`src/rtl/instr_loader.sv`:
```
// instr_loader: fills an instruction memory from a byte stream, big-endian words
//
// Build option: define LOADER_CHECKSUM_EN to add a running modulo-256 byte sum.
//
// Ports
//   clk        in   clock, rising edge
//   rst        in   asynchronous active-high reset
//   start      in   begin a load (only honoured in IDLE or DONE)
//   len_words  in   words to load, latched on an accepted start
//   byte_in    in   stream byte
//   byte_valid in   byte_in is valid
//   byte_ready out  byte accepted this cycle when byte_valid is also high
//   we         out  one-cycle memory write strobe per word
//   waddr      out  byte address of the written word (low 2 bits zero)
//   wdata      out  assembled word, first byte in [31:24]
//   busy       out  loading or writing
//   done       out  load complete, held until the next accepted start
//   overflow   out  requested length exceeded memory capacity
//   checksum   out  running byte sum since start (zero without the option)
module instr_loader #(
   parameter int ADDRESS_WIDTH = 10
) (
   input  logic                     clk,
   input  logic                     rst,
   input  logic                     start,
   input  logic [ADDRESS_WIDTH-2:0] len_words,
   input  logic [7:0]               byte_in,
   input  logic                     byte_valid,
   output logic                     byte_ready,
   output logic                     we,
   output logic [ADDRESS_WIDTH-1:0] waddr,
   output logic [31:0]              wdata,
   output logic                     busy,
   output logic                     done,
   output logic                     overflow,
   output logic [7:0]               checksum
);
   typedef enum logic [1:0] {IDLE, LOAD, WRITE, DONE} state_t;

   // memory capacity in words, 2^(ADDRESS_WIDTH-2)
   localparam logic [ADDRESS_WIDTH-2:0] CAP = {1'b1, {(ADDRESS_WIDTH-2){1'b0}}};

   state_t                   r_state;
   logic [ADDRESS_WIDTH-2:0] r_len;
   logic [ADDRESS_WIDTH-2:0] r_wcount;
   logic [1:0]               r_bcount;
   logic [31:0]              r_wdata;
   logic [ADDRESS_WIDTH-1:0] r_waddr;
   logic                     r_we;
   logic                     r_done;
   logic                     r_overflow;

   logic                     w_accept;
   logic                     w_start;
   logic                     w_len_hit;
   logic                     w_last_addr;
   logic [ADDRESS_WIDTH-2:0] w_wcount_nxt;

   assign w_accept     = (r_state == LOAD) && byte_valid;
   assign w_start      = ((r_state == IDLE) || (r_state == DONE)) && start;
   assign w_wcount_nxt = r_wcount + 1'b1;
   assign w_len_hit    = w_wcount_nxt == r_len;
   // the word being written sits at the top of memory; never wrap past it
   assign w_last_addr  = &r_waddr[ADDRESS_WIDTH-1:2];

   always_ff @(posedge clk or posedge rst)
      if (rst) begin
         r_state    <= IDLE;
         r_len      <= '0;
         r_wcount   <= '0;
         r_bcount   <= '0;
         r_wdata    <= '0;
         r_waddr    <= '0;
         r_we       <= 1'b0;
         r_done     <= 1'b0;
         r_overflow <= 1'b0;
      end else begin
         r_we <= 1'b0;
         case (r_state)
            IDLE, DONE:
               if (start) begin
                  r_len      <= len_words;
                  r_wcount   <= '0;
                  r_bcount   <= '0;
                  r_overflow <= 1'b0;
                  r_done     <= len_words == '0;
                  r_state    <= (len_words == '0) ? DONE : LOAD;
               end
            LOAD:
               if (w_accept) begin
                  // shifting in keeps the first byte of the word at the top
                  r_wdata  <= {r_wdata[23:0], byte_in};
                  r_bcount <= r_bcount + 2'd1;
                  if (r_bcount == 2'd3) begin
                     r_we    <= 1'b1;
                     r_waddr <= {r_wcount[ADDRESS_WIDTH-3:0], 2'b00};
                     r_state <= WRITE;
                  end
               end
            WRITE: begin
               r_wcount <= w_wcount_nxt;
               if (w_len_hit || w_last_addr) begin
                  r_state    <= DONE;
                  r_done     <= 1'b1;
                  r_overflow <= r_len > CAP;
               end else
                  r_state <= LOAD;
            end
            default: r_state <= IDLE;
         endcase
      end

   assign byte_ready = r_state == LOAD;
   assign busy       = (r_state == LOAD) || (r_state == WRITE);
   assign we         = r_we;
   assign waddr      = r_waddr;
   assign wdata      = r_wdata;
   assign done       = r_done;
   assign overflow   = r_overflow;

`ifdef LOADER_CHECKSUM_EN
   logic [7:0] r_checksum;

   always_ff @(posedge clk or posedge rst)
      if (rst)
         r_checksum <= '0;
      else if (w_start)
         r_checksum <= '0;
      else if (w_accept)
         r_checksum <= r_checksum + byte_in;

   assign checksum = r_checksum;
`else
   logic w_unused;

   assign w_unused = w_start;
   assign checksum = 8'h00;
`endif
endmodule

```
`config.mk`:
```
export PLATFORM = sky130hd
export DESIGN_NAME = instr_loader
export DESIGN_NICKNAME = d
export VERILOG_FILES = /design/src/rtl/instr_loader.sv
export SDC_FILE = /design/constraint.sdc
export NUM_CORES = 1
export LEC_CHECK = 0
export CAP_MARGIN = 25
export CORE_ASPECT_RATIO = 0.5
export CORE_MARGIN = 2
export CORE_UTILIZATION = 45
export DETAILED_ROUTE_END_ITERATION = 7
export MAX_ROUTING_LAYER = met4
export PLACE_DENSITY = 0.77
export SYNTH_ARGS = -nofsm -noshare
export SYNTH_HDL_FRONTEND = slang
export SYNTH_SLANG_ARGS = --single-unit
```
`constraint.sdc`:
```
create_clock -name clk -period 2.1 [get_ports clk]
set_clock_uncertainty 0.1 [all_clocks]
set_input_delay 0.525 -clock clk [delete_from_list [all_inputs] [get_ports clk]]
set_output_delay 0.525 -clock clk [all_outputs]
set_load 0.01 [all_outputs]
```
==> results of run 1 <==
## metrics by stage
step                area, sq um  total power (uW)  hold slack (ps)
CTS                        4340              6370              407
detailed placement         4020              4770              395
finish                     4420              6410              404
global placement           4020              4680              387
floorplan                  3170              3480              391
global route               4420              6760              422
## report_power, final
group	internal, uW	total, uW	switching, uW	leakage (uW)
sequential	1740	2130	387	0.000806
combinational	1540	2700	1170	0.000938
clock	1040	1580	542	0.000146
## layer usage
| layer | vias to the layer above | part of all wire (%) |
|---|---|---|
| met5 | - | 0 |
| met4 | 0 | 1.4 |
| met3 | 13 | 6.8 |
| met2 | 86 | 48 |
| met1 | 1169 | 44 |
| li1 | 1116 | - |
## flip-flops by register name (all words and copies together), names as in the netlist
register / flops
we: 1
waddr: 8
overflow: 1
r_state: 2
wdata: 32
done: 1
r_bcount: 2
r_len: 9
r_wcount: 9
## cells in the mapped netlist (all sizes together), types with 2 or more instances
master	number	area, sq um
dfrtp	65	1630
mux2	49	552
buf	18	116
nand2	15	56.3
nand3	13	77.6
nor2	12	45.0
o21ai	12	60.1
inv	8	30.0
a21oi	7	35.0
nor3	7	35.0
xnor2	7	61.3
ha	5	62.6
mux2i	5	50.1
nand4	5	37.5
a22o	4	35.0
clkbuf	4	15.0
nor4	3	18.8
xor2	3	26.3
a21o	2	15.0
o211ai	2	15.0
## logic make-up (layout without fill, tap and decap cells)
group	after synthesis	count (layout)	synth area share, %
buffers and inverters	30	118	5.16
AOI/OAI and AO/OA	36	36	7.63
adders and majority gates	5	5	2.00
muxes	54	54	19.2
xor gates and xnor gates	10	10	2.80
DFF	65	65	52.0
and+or+nand+nor	65	65	11.1
other	1	10	0.120
## cell usage in the layout, fill, tap and decap left out, types with 2 or more instances in the layout
cell              n
mux2_2           49
mux2i_1           5
dfrtp_2           4
buf_6             2
buf_12            3
dfrtp_1          61
bufinv_16         2
o211ai_1          2
nand3_1          12
a21oi_2           2
a21oi_1           5
xnor2_1           7
nor3_1            6
buf_4            24
clkinvlp_4        3
ha_1              4
a22o_1            4
dlygate4sd2_1     2
xor2_1            3
a21o_1            2
nor2_1           12
clkbuf_16         9
clkdlybuf4s50_1  63
o21ai_1           3
nor4_1            3
clkbuf_1          2
nand4_1           4
inv_1             7
nand2_1          14
o21ai_0           9
conb_1           10
## area by class of cell
cell class,count,area (sq um)
clock buffers,11,233
inverters,8,33.8
flip-flops and latches,65,1630
clock inverters,5,80.1
well taps,92,115
repair buffers,94,911
fillers,507,2280
multi-input cells,180,1410
## worst max path at each step
stage                 endpoint  slack [ps]        start  cells past startpoint
global placement    r_state[1]          70  r_wcount[2]                      6
finish                overflow          30  r_wcount[1]                      7
floorplan           r_state[1]           8  r_wcount[0]                      8
CTS                   overflow           7  r_wcount[1]                      7
detailed placement    overflow         -30  r_wcount[2]                      6
global route          overflow        -100  r_wcount[1]                      7
## what timing repair did
item / CTS / global route
buffers inserted: 0 / 5
pin swaps: 0 / 3
setup endpoints to repair: 4 / 4
gates resized for setup: 5 / 10
hold buffers: 0 / 0
cloned: 0 / 0
==> metrics.csv, run 1 <==
metric,value,unit
status,"finished, final reports clean",
yosys_warnings,0,
power-per-cell-area,1450,nW/um^2
vias_per_cell,5.24,
endpoint_kind,register,
grt_use_met2,32.1,%
die_area,7680,sq um
setup_viol,0,
place_ws,-31.7,ps
n_antenna_cell,0,
rows,21,
min_from,wdata[30],
use_met1,25.9,%
tightest_slew,712,ps
r2r_cells,7,
worstSetupPathType,register to register,
leakage,0.00189,uW
min_path_type,register to register,
dp.cells,434,
ant_nets,0,
cp_common_cell,o211ai_1,
r2r_start,r_wcount[1],
route.detailed.wl_per_inst,16.0,um
fin_crit,2070,ps
overflow,0,
grtUsageMet3,7.66,%
drt_iter0_markers,131,
r2r_end,overflow,
dr.pass1.iters,4,
ff2ff_setup_slack,30,ps
min_to,wdata[30],
port_buffers,65,
wirelength,7.30,mm
finalHoldViolations,0,
dp_hpwl,5.15,mm
cp_num_buf_inv,1,
die_x,122,um
maxSlewHeadroom,52.2,%
gp_congestion,0.932,
antenna_found_initial,0,
required,2250,ps
synthCells,266,
grt-busiest-layer,met2,
cp_slowest_cell,or4b_1,
clk_latency,330,ps
setup_tns,0,ps
holdPathStages,1,
rsz0062_at_grt,true,
syn_area,3130,sq um
critPathMaxFanout,6,
core,6700,sq um
numCtsBuffers,9,
ys_async_sr_fraction,100,%
final_cells,455,
fin_ws,33.4,ps
grt_pass1_vias,2380,
drive_above_1_share,29.5,%
ys.flop_type,dfrtp_1,
htree_levels,3,
min_period_over_period,98.4,%
synth.distinct_cells,45,
grt_first_pass_wirelength,12.0,mm
pin_count,76,
ir_worst_vdd,1.14,mV
cts_max_path_buffers,2,
drc_errors,0,
synth-edff-count,0,
root_buffer,clkbuf_16,
grt_max_degree,66,
crit_arrival,2210,ps
startpoint_type,register,
utilization,65.9,%
path_cells,buf_6 -> nand3_4 -> or4b_1 -> o211ai_1 -> a21oi_2 -> o31a_1 -> o211ai_1,
start_util,46.7,%
maxSlewViolCount,0,
synth.ff_latch_count,65,
area_growth,41.0,%
ys_seq_area_share,52.0,%
crit_path_max_incr_delay,470,ps
path_clk_slew,50,ps
track_usage,21.0,%
cts_tree,done,
max_freq,484,MHz
die_h,63.0,um
vias,2384,
cp_top_family,compound AO/OA/AOI/OAI gates,
cts.sink_count,65,
synth.avg_cell_area,11.8,sq um
fin_nets,384,
max-cap-violations,0,
Power figures use the tool's default switching activity.
==> run 2: changes to the inputs <==
- CELL_PAD_IN_SITES_DETAIL_PLACEMENT: default -> 2
- CELL_PAD_IN_SITES_GLOBAL_PLACEMENT: default -> 2
- CORE_ASPECT_RATIO: 0.5 -> default
- CORE_UTILIZATION: 45 -> 29
- GPL_ROUTABILITY_DRIVEN: default -> 0
- PLACE_DENSITY: 0.77 -> default
- PLACE_DENSITY_LB_ADDON: default -> 0.1
==> run 2 against run 1 <==
The flow now finishes with violations (negative setup slack). Power fell by 5.0%. Non-clock buffer count rose by 4. Fmax fell by 3.2%. First-iteration DRC count fell by 73%. Highest routed layer unchanged. Sequential cell count did not move. Critical endpoint unchanged. Via count rose by 1.4%. Final cell count rose by 11%. Combinational power rose by 6%. Utilization fell by 23 points. Sequential power barely moved.
==> metrics.csv, run 2 (synthesis results as in run 1) <==
metric,value,unit
p_total,6090,uW
die_x,108,um
grt_first_pass_wirelength,13.9,mm
cp_top_family,compound AO/OA/AOI/OAI gates,
finalHoldViolations,0,
rsz0062_at_grt,true,
crit_arrival,2250,ps
cp.depth,8,
grt_max_degree,33,
fin_crit,2130,ps
route.detailed.wl_per_inst,16.8,um
n_antenna_cell,0,
ant_nets,0,
crit_path_max_incr_delay,470,ps
mostFrequentLayoutCell,clkdlybuf4s50_1,
clkPwrFrac,18.3,%
antenna_found_initial,0,
die_h,108,um
fillers,1088,
min_period_over_period,102,%
drive_above_1_share,31.3,%
violations,negative setup slack,
fin_nets,388,
cp_common_cell,o211ai_1,
rows,37,
leakage,0.00188,uW
htree_levels,3,
dr.pass1.iters,4,
path_cells,buf_6 -> nand3_4 -> or4b_1 -> o211ai_1 -> a21oi_2 -> buf_4 -> o311ai_1 -> o211ai_1,
vias_per_cell,4.81,
dpl-instance-area,4140,sq um
clk_latency,350,ps
largest_reg_flops,32,
p_int,3940,uW
switching_share,35.2,%
die_area,11600,sq um
area_growth,41.3,%
power-per-cell-area,1380,nW/um^2
final_cell_mix,"63 x clkdlybuf4s50_1, 62 x dfrtp_1, 49 x mux2_2",
cp_slowest_cell,or4b_1,
seqPwrFrac,34.7,%
port_buffers,65,
overflow,0,
ir_worst_vdd,0.644,mV
switchingPower,2140,uW
status,"complete, but fails checks",
max-cap-violations,0,
pwr-share-comb,47.0,%
cts_max_path_buffers,2,
root_buffer,clkbuf_8,
worstSetupPathType,register to register,
track_usage,16.0,%
core,10400,sq um
wirelength,8.44,mm
min_path_type,primary input to asynchronous set/reset pin,
design_area,4420,sq um
drc_errors,0,
max_freq,468,MHz
numCtsBuffers,9,
dp_hpwl,6.32,mm
pin_count,76,
fin_ws,-34.8,ps
critPathMaxFanout,4,
setup_viol,1,
required,2220,ps
cp_num_buf_inv,2,
cts_tree,done,
r2r_cells,8,
grt_pass1_vias,2707,
endpoint_kind,register,
startpoint_type,register,
vias,2417,
path_clk_slew,80,ps
maxSlewViolCount,0,
cts.sink_count,65,
start_util,30.1,%
drt_iter0_markers,35,
run 2: changes by cell type in the layout (fill, tap and decap cells not counted), sizes merged:
cell	previous run	this run
clkinv	1	4
clkbuf	11	10
clkinvlp	3	1
buf	29	33
inv	7	9
dlygate4sd2	2	1
bufinv	2	1
run 2: final timing paths:
| kind | slack [ps] | to | start |
|---|---|---|---|
| worst min register to register | 420 | wdata[27] | wdata[27] |
| max in group asynchronous | 1000 | r_wcount[2] | rst |
| worst min-delay path | 420 | wdata[30] | rst |
| min in group clk | 420 | wdata[27] | wdata[27] |
| worst max-delay path | -30 | overflow | r_wcount[0] |
| worst max register to register | -30 | overflow | r_wcount[0] |
run 2: layout make-up:
| type | instances | area, sq um | share of cell area, % |
|---|---|---|---|
| Sequential cell | 65 | 1630 | 36.9 |
| Multi-Input combinational cell | 180 | 1420 | 32.2 |
| Tap cell | 136 | 170 | 3.85 |
| Timing Repair Buffer | 98 | 962 | 21.8 |
| Clock buffer | 9 | 124 | 2.80 |
| Inverter | 8 | 33.8 | 0.764 |
| Clock inverter | 7 | 78.8 | 1.78 |
run 2: metal layers:
layer / vias to the layer above / wire length [um] / GRT usage, %
li1: 1120 / - / -
met1: 1245 / 3800 / 19.8
met2: 39 / 4300 / 26.1
met3: 13 / 225 / 3.93
met4: 0 / 117 / 4.40
met5: - / 0 / -
run 2: per-stage QoR:
step | setup slack (ps) | instances | setup TNS (ps) | utilization, % | hold WS, ps
after floorplan | 8.14 | 275 | 0 | - | 391
after global placement | -19.9 | 483 | -19.9 | 39.8 | 389
after detailed placement | -50.5 | 483 | -87.6 | 39.8 | 399
after CTS | -41.0 | 500 | -83.0 | 41.9 | 422
after global routing | -125 | 503 | -341 | 42.5 | 443
final | -34.8 | 503 | -34.8 | 42.5 | 415
run 2: worst reg2reg max path, delay by kind of cell, from the launching register on:
family | cells | cell delay (ps)
simple gates | 2 | 560
flops | 1 | 400
buf+inv | 2 | 280
compound gates | 4 | 680
run 2: repair_timing:
item / CTS / global route
setup endpoints to repair: 5 / 4
buffers inserted: 1 / 3
pin swaps: 1 / 5
hold buffers: 0 / 0
gates resized for setup: 6 / 12
run 2: power groups by stage:
stage | combinational, uW | sequential [uW] | clock [uW]
2_1_floorplan | 1250 | 2230 | 0
3_3_place_gp | 2760 | 2110 | 0
3_5_place_dp | 2820 | 2140 | 0
4_1_cts | 2850 | 2120 | 1150
5_1_grt | 3140 | 2200 | 1200
6_report | 2860 | 2110 | 1110
==> run 3: changes to the inputs <==
- CORE_MARGIN: 2 -> 8
==> run 3 against run 2 <==
The run now ends clean. Cell area hardly changed. Register-to-register slack better by 60 ps. Setup slack better by 61 ps. Die area is 23% higher. Via count is 0.29% lower.
==> metrics.csv, run 3 (synthesis results as in run 1) <==
metric,value,unit
area_growth,41.3,%
ff2ff_setup_slack,30,ps
ant_nets,0,
antenna_found_initial,0,
vias,2410,
drive_above_1_share,31.9,%
max-cap-violations,0,
maxSlewViolCount,0,
mostFrequentLayoutCell,clkdlybuf4s50_1,
crit_arrival,2230,ps
die_x,120,um
startpoint_type,register,
n_antenna_cell,0,
clk_latency,340,ps
die_area,14400,sq um
route.detailed.wl_per_inst,17.4,um
drt_iter0_markers,58,
wl_met1,3.79,mm
cts_tree,done,
worstSetupPathType,register to register,
worst_hold_slack,408,ps
final_cells,510,
overflow,0,
dp_hpwl,6.72,mm
p_total,5900,uW
grt_max_degree,36,
dp.cells,491,
start_util,29.3,%
dr_wl_met3,237,um
wirelength,8.90,mm
setup_tns,0,ps
fin_nets,391,
htree_levels,3,
root_buffer,clkbuf_8,
cts_max_path_buffers,2,
grt_pass1_vias,2728,
critPathMaxFanout,6,
endpoint_kind,register,
numCtsBuffers,9,
rsz0062_at_grt,true,
cts.sink_count,65,
pin_count,76,
vias_per_cell,4.73,
largest_reg_flops,32,
required,2250,ps
fin_crit,2070,ps
power-per-cell-area,1330,nW/um^2
rows,38,
die_h,120,um
path_clk_slew,80,ps
core,10700,sq um
dr.pass1.iters,4,
min_path_type,register to register,
drc_errors,0,
utilization,41.4,%
min_period_over_period,98.8,%
max_freq,482,MHz
finalHoldViolations,0,
grt_first_pass_wirelength,14.3,mm
leakage,0.00188,uW
status,"finished, final reports clean",
wl_met2,4.74,mm
ir_worst_vdd,0.478,mV
top_layer,met4,
setup_viol,0,
port_buffers,65,
final_cell_mix,"63 x clkdlybuf4s50_1, 62 x dfrtp_1, 49 x mux2_2",
track_usage,12.9,%
[run 3: timing repair]
item | CTS | global route
endpoints found under the setup margin | 5 | 4
hold endpoints to repair | 0 | 0
pin swaps | 0 | 5
hold buffers | 0 | 0
resized for setup | 9 | 11
setup buffers | 0 | 3
[run 3: layout make-up]
type / count / area (sq um)
Timing Repair Buffer: 101 / 980
Inverter: 8 / 33.8
Fill cell: 1141 / 6270
Sequential cell: 65 / 1630
Tap cell: 140 / 175
Clock inverter: 6 / 51.3
Clock buffer: 10 / 128
Multi-Input combinational cell: 180 / 1430
[run 3: critical path, stage by stage, from the launching register on]
cell       delay (ps)
dfrtp_1           420
ha_4              210
xor2_1            160
o2111ai_1         180
o21ai_1           110
a311o_1           330
o31a_1            290
a211oi_2          190
[run 3: metal layers]
metal	vias to the layer above	GRT usage, %
met5	-	-
met4	0	4.45
met3	11	2.21
met2	35	22.1
met1	1231	14.9
li1	1133	-
[run 3: worst paths after layout]
kind | end | from | cells past startpoint
worst max-delay path | r_state[1] | r_wcount[1] | 7
worst min-delay path | wdata[30] | wdata[30] | 1
worst max register to register | r_state[1] | r_wcount[1] | 7
worst min register to register | wdata[30] | wdata[30] | 1
max in group asynchronous | waddr[6] | rst | 3
min in group asynchronous | waddr[9] | rst | 3
[run 3: report_power, final]
| group | switching, uW | total (uW) | internal, uW |
|---|---|---|---|
| Combinational | 1220 | 2810 | 1590 |
| Sequential | 376 | 2110 | 1740 |
| Clock | 539 | 983 | 443 |
[run 3: stage by stage]
step / instance area, sq um / setup WS, ps
final: 4420 / 26.0
after global routing: 4420 / -79.0
after CTS: 4370 / 3.01
after detailed placement: 4160 / -94.0
after global placement: 4160 / 7.95
after floorplan: 3170 / 8.14
